**config.mk**
```make
export PLATFORM = sky130hd
export DESIGN_NAME = arlet6502_core
export DESIGN_NICKNAME = d
export VERILOG_FILES = /design/src/rtl/arlet6502_core.sv
export SDC_FILE = /design/constraint.sdc
export NUM_CORES = 1
export LEC_CHECK = 0
export CAP_MARGIN = 20
export CORE_MARGIN = 2
export CORE_UTILIZATION = 55
export CTS_CLUSTER_DIAMETER = 200
export DETAILED_ROUTE_END_ITERATION = 16
export HOLD_SLACK_MARGIN = 0.02
export PLACE_DENSITY = 0.78
export SLEW_MARGIN = 20
export SYNTH_ARGS = -nofsm -noshare
export SYNTH_HDL_FRONTEND = slang
export SYNTH_SLANG_ARGS = --single-unit
```
**constraint.sdc**
```tcl
create_clock -name r_Clk -period 3.4 [get_ports r_Clk]
set_input_delay 0.85 -clock r_Clk [delete_from_list [all_inputs] [get_ports r_Clk]]
set_output_delay 0.85 -clock r_Clk [all_outputs]
set_load 0.005 [all_outputs]
```
**src/rtl/arlet6502_core.sv**
```systemverilog
// Reduced 6502-compatible core: reset-vector fetch plus LDA/ADC/STA/JMP/CLC/SEC/NOP,
// running against a synchronous memory whose read data arrives one cycle after its address.
module arlet6502_core #(
  parameter logic [15:0] RESET_VECTOR = 16'hFFFC
) (
  input  logic        r_Clk,
  input  logic        RST,
  output logic [15:0] A,
  input  logic [7:0]  DI,
  output logic [7:0]  DO,
  output logic        WE,
  input  logic        IRQ,
  input  logic        NMI,
  input  logic        RDY
);

  typedef enum logic [3:0] {
    ST_VEC0, ST_VEC1, ST_VEC2, ST_FETCH, ST_DECODE,
    ST_IMPL, ST_IMM, ST_ABS0, ST_ABS1, ST_LOADV
  } state_t;

  localparam logic [7:0] OP_LDA_IMM = 8'hA9;
  localparam logic [7:0] OP_ADC_IMM = 8'h69;
  localparam logic [7:0] OP_LDA_ABS = 8'hAD;
  localparam logic [7:0] OP_STA_ABS = 8'h8D;
  localparam logic [7:0] OP_JMP_ABS = 8'h4C;
  localparam logic [7:0] OP_CLC     = 8'h18;
  localparam logic [7:0] OP_SEC     = 8'h38;

  state_t      state_q, state_d;
  logic [15:0] pc_q, pc_d;
  logic [7:0]  acc_q, acc_d;
  logic [7:0]  ir_q, ir_d;
  logic [7:0]  adl_q, adl_d;
  logic        n_q, n_d, v_q, v_d, z_q, z_d, c_q, c_d;
  logic        weRaw;
  logic [8:0]  adcSum;
  logic        unusedIrqNmi;

  // Interrupt inputs are reserved for a later revision.
  assign unusedIrqNmi = IRQ & NMI;

  assign adcSum = {1'b0, acc_q} + {1'b0, DI} + {8'd0, c_q};

  always_comb begin
    state_d = state_q;
    pc_d    = pc_q;
    acc_d   = acc_q;
    ir_d    = ir_q;
    adl_d   = adl_q;
    n_d     = n_q;
    v_d     = v_q;
    z_d     = z_q;
    c_d     = c_q;
    A       = pc_q;
    weRaw   = 1'b0;
    case (state_q)
      ST_VEC0: begin
        A       = RESET_VECTOR;
        state_d = ST_VEC1;
      end
      ST_VEC1: begin
        A       = RESET_VECTOR + 16'd1;
        pc_d    = {pc_q[15:8], DI};
        state_d = ST_VEC2;
      end
      ST_VEC2: begin
        A       = {DI, pc_q[7:0]};
        pc_d    = {DI, pc_q[7:0]} + 16'd1;
        state_d = ST_DECODE;
      end
      ST_FETCH: begin
        pc_d    = pc_q + 16'd1;
        state_d = ST_DECODE;
      end
      ST_DECODE: begin
        // The opcode is still on DI here, so branch on DI rather than IR.
        ir_d = DI;
        case (DI)
          OP_LDA_IMM, OP_ADC_IMM: begin
            pc_d    = pc_q + 16'd1;
            state_d = ST_IMM;
          end
          OP_LDA_ABS, OP_STA_ABS, OP_JMP_ABS: begin
            pc_d    = pc_q + 16'd1;
            state_d = ST_ABS0;
          end
          default: state_d = ST_IMPL;
        endcase
      end
      ST_IMPL: begin
        if (ir_q == OP_CLC) begin
          c_d = 1'b0;
        end else if (ir_q == OP_SEC) begin
          c_d = 1'b1;
        end
        pc_d    = pc_q + 16'd1;
        state_d = ST_DECODE;
      end
      ST_IMM: begin
        if (ir_q == OP_LDA_IMM) begin
          acc_d = DI;
          n_d   = DI[7];
          z_d   = (DI == 8'h00);
        end else begin
          acc_d = adcSum[7:0];
          c_d   = adcSum[8];
          v_d   = (acc_q[7] == DI[7]) && (adcSum[7] != acc_q[7]);
          n_d   = adcSum[7];
          z_d   = (adcSum[7:0] == 8'h00);
        end
        pc_d    = pc_q + 16'd1;
        state_d = ST_DECODE;
      end
      ST_ABS0: begin
        adl_d   = DI;
        pc_d    = pc_q + 16'd1;
        state_d = ST_ABS1;
      end
      ST_ABS1: begin
        A = {DI, adl_q};
        case (ir_q)
          OP_JMP_ABS: begin
            pc_d    = {DI, adl_q} + 16'd1;
            state_d = ST_DECODE;
          end
          OP_STA_ABS: begin
            weRaw   = 1'b1;
            state_d = ST_FETCH;
          end
          default: state_d = ST_LOADV;
        endcase
      end
      ST_LOADV: begin
        acc_d   = DI;
        n_d     = DI[7];
        z_d     = (DI == 8'h00);
        pc_d    = pc_q + 16'd1;
        state_d = ST_DECODE;
      end
      default: state_d = ST_VEC0;
    endcase
  end

  assign WE = weRaw & RDY;
  assign DO = acc_q;

  // Reset wins over RDY; a stall freezes every register so execution resumes in place.
  always_ff @(posedge r_Clk) begin
    if (!RST) begin
      state_q <= ST_VEC0;
      pc_q    <= 16'h0000;
      acc_q   <= 8'h00;
      ir_q    <= 8'h00;
      adl_q   <= 8'h00;
      n_q     <= 1'b0;
      v_q     <= 1'b0;
      z_q     <= 1'b0;
      c_q     <= 1'b0;
    end else if (RDY) begin
      state_q <= state_d;
      pc_q    <= pc_d;
      acc_q   <= acc_d;
      ir_q    <= ir_d;
      adl_q   <= adl_d;
      n_q     <= n_d;
      v_q     <= v_d;
      z_q     <= z_d;
      c_q     <= c_d;
    end
  end

endmodule

```
==> results.toml <==
[run_status]
outcome = "finished, final reports clean"

[critical_path]
critPathArrivalTime_ps = 2310
required_ps = 2550
end_kind = "output port"
cp_max_fo = 25
crit_type = "flip-flop to output port"
crit_path_start_kind = "flip-flop"

[logic_synthesis]
syn_nets = 470
postSynthAreaPerCell_um2 = 7.64
synth_warnings = 0
yosysTopAreaCell = "dfxtp_1"
syn_inst = 447
synthTopCellsByArea = "dfxtp_1 (26%), mux2i_1 (7.9%), nand2_1 (5.8%), nor2_1 (5.3%), a21oi_1 (4.0%)"
synth_top_area_share_pct = 26.4
synth-edff-count = 0
synth_common_cells = "nand2_1 (53), nor2_1 (48), dfxtp_1 (45)"
syn_area_um2 = 3410
ys_types = 64
seq_area_frac_synth_pct = 26.4
ys.flop_type = "dfxtp_1"
synth.ff_latch_count = 45
synthArstFlopShare_pct = 0
yosys.cell_count.top_type = "nand2_1"

[sta]
period_share_pct = 92.8
drv_slew = 0
skew_ps = 4.64
worst_pin_slew_ps = 663
maxSlewHeadroom_pct = 55.8
finalHoldViolCount = 0
max_freq_ghz = 0.317
tns_ps = 0
setup_viol_count_final = 0
rsz0062_at_grt = "no"
finalCriticalPeriod_ps = 3160
fin_hold_ws_ps = 507

[flow_run]
maxCapViolCount = 0

[clocking]
ctsLongestPathBuffers = 2
postCtsSetupBuffers = 0
clock_latency_ps = 300
cts_resized = 0
htree_levels = 2
cts_hold_buffers = 0
cts_buffers = 5
clk_pin_slew_ps = 90
clockRootBuffer = "clkbuf_8"
cts_sinks = 45
cts_tree = "built"

[grt]
grt_usage_pct = 28.9
grt_start_max_net_pins = 26
grt_overflow = 0
use_met2_pct = 43.6
use_met3_pct = 6.28
grt_pass1_wl_mm = 15.2
antenna_found_initial = 0
top_usage_layer = "met2"
grt_use_met1_pct = 40.4
first_global_vias = 3088

[power_and_ir_drop]
ir_drop_mv = 0.182
leakage_nw = 1.51
power.density_nw_per_um2 = 335

[floorplanning]
io_pins = 38
start_util_pct = 57.3
die_w_um = 82.8
die_y_um = 82.8
dieArea_um2 = 6850
core_area_um2 = 5960
rows = 28

[route]
vias = 3578
wl_mm = 9.36
drcViolationCount = 0
firstDrtPassIters = 5
ant_nets = 0
drtIter0Drc = 367
avgViaCountPerCell = 6.40
avgRoutedWirePerCell_um = 16.7

[layout]
fillers = 526
antenna_cells = 0
area_growth_pct = 17.2
drive_above_1_share_pct = 9.30
nets = 506

[placement]
gp_congestion = 0.951
portBuffers = 35
hpwlAfterDp_mm = 6.80

[worst_hold_path]
hp-class = "flip-flop to flip-flop"
==> worst paths after layout <==
| kind | end | from | slack (ps) | depth (start not counted) |
|---|---|---|---|---|
| setup / recovery | A[14] | state_q[3] | 240 | 6 |
| hold / removal | pc_q[14] | pc_q[14] | 510 | 2 |
| setup reg to reg | pc_q[10] | state_q[3] | 660 | 9 |
| hold reg to reg | pc_q[14] | pc_q[14] | 510 | 2 |
==> cell families after synthesis <==
logic type / Yosys count / synth area share [%]
compound gates: 122 / 23.7
xor+xnor: 18 / 4.62
fa+ha+maj: 10 / 4.11
buf+inv: 45 / 5.83
flops: 45 / 26.4
mux: 30 / 8.91
simple gates: 177 / 26.5
==> sequential cells by signal, indices dropped and copies added, names as in the netlist <==
register / cells
c_q: 1
ir_q: 8
state_q: 4
DO: 8
adl_q: 8
pc_q: 16
==> cell type report <==
type                    count  area, um^2  area share (%)
flip-flops and latches     45         901            22.5
clock inverters             3        21.3           0.532
inverters                  11        41.3            1.03
repair buffers             63         561            14.0
clock buffers               5        68.8            1.72
well taps                  75        93.8            2.35
multi-input cells         357        2310            57.8
==> metrics by stage <==
| step | worst slack, ps | utilization [%] | instance area, um^2 | instances | power [mW] |
|---|---|---|---|---|---|
| 6_report | 244 | 67.2 | 4000 | 559 | 1.34 |
| 5_1_grt | 65.8 | 67.2 | 4000 | 559 | 1.41 |
| 2_1_floorplan | 661 | - | 3410 | 447 | 0.840 |
| 4_1_cts | 251 | 67.2 | 4000 | 559 | 1.34 |
| 3_3_place_gp | 162 | 65.7 | 3910 | 551 | 0.994 |
| 3_5_place_dp | 114 | 65.7 | 3910 | 551 | 1.00 |
==> metal layers <==
layer | share of wire [%] | vias to the layer above
met4 | 1.9 | 0
met1 | 46 | 1656
met5 | 0 | -
met3 | 8.5 | 17
li1 | - | 1714
met2 | 44 | 191
==> power breakdown <==
group	internal [mW]	leakage [nW]	total [mW]	switching (mW)
sequential	0.549	0.365	0.585	0.0362
clock	0.146	0.0445	0.342	0.196
combinational	0.199	1.10	0.411	0.213
total	0.894	1.51	1.34	0.445
==> layout by cell type, fill, tap and decap left out, drive strengths merged, types with 4 or more instances in the layout <==
| master | n |
|---|---|
| a211oi | 8 |
| a21oi | 27 |
| a311oi | 4 |
| a31oi | 13 |
| and4 | 4 |
| buf | 28 |
| clkbuf | 5 |
| clkdlybuf4s50 | 35 |
| dfxtp | 45 |
| ha | 8 |
| inv | 10 |
| mux2i | 27 |
| nand2 | 53 |
| nand2b | 5 |
| nand3 | 17 |
| nand4 | 9 |
| nor2 | 48 |
| nor2b | 4 |
| nor3 | 8 |
| o211ai | 5 |
| o21a | 6 |
| o21ai | 24 |
| o22a | 10 |
| o22ai | 4 |
| o31ai | 4 |
| or3 | 5 |
| xnor2 | 11 |
| xor2 | 7 |
==> worst max-delay path, cell delays in order, from the launching register on <==
cell and delay (ps):
dfxtp_1 320, buf_4 210, nand2_1 100, nand2_1 70, a21oi_1 530, o22a_1 270
clkdlybuf4s50_1 510
No activity file was read; power rests on OpenSTA's default activity.
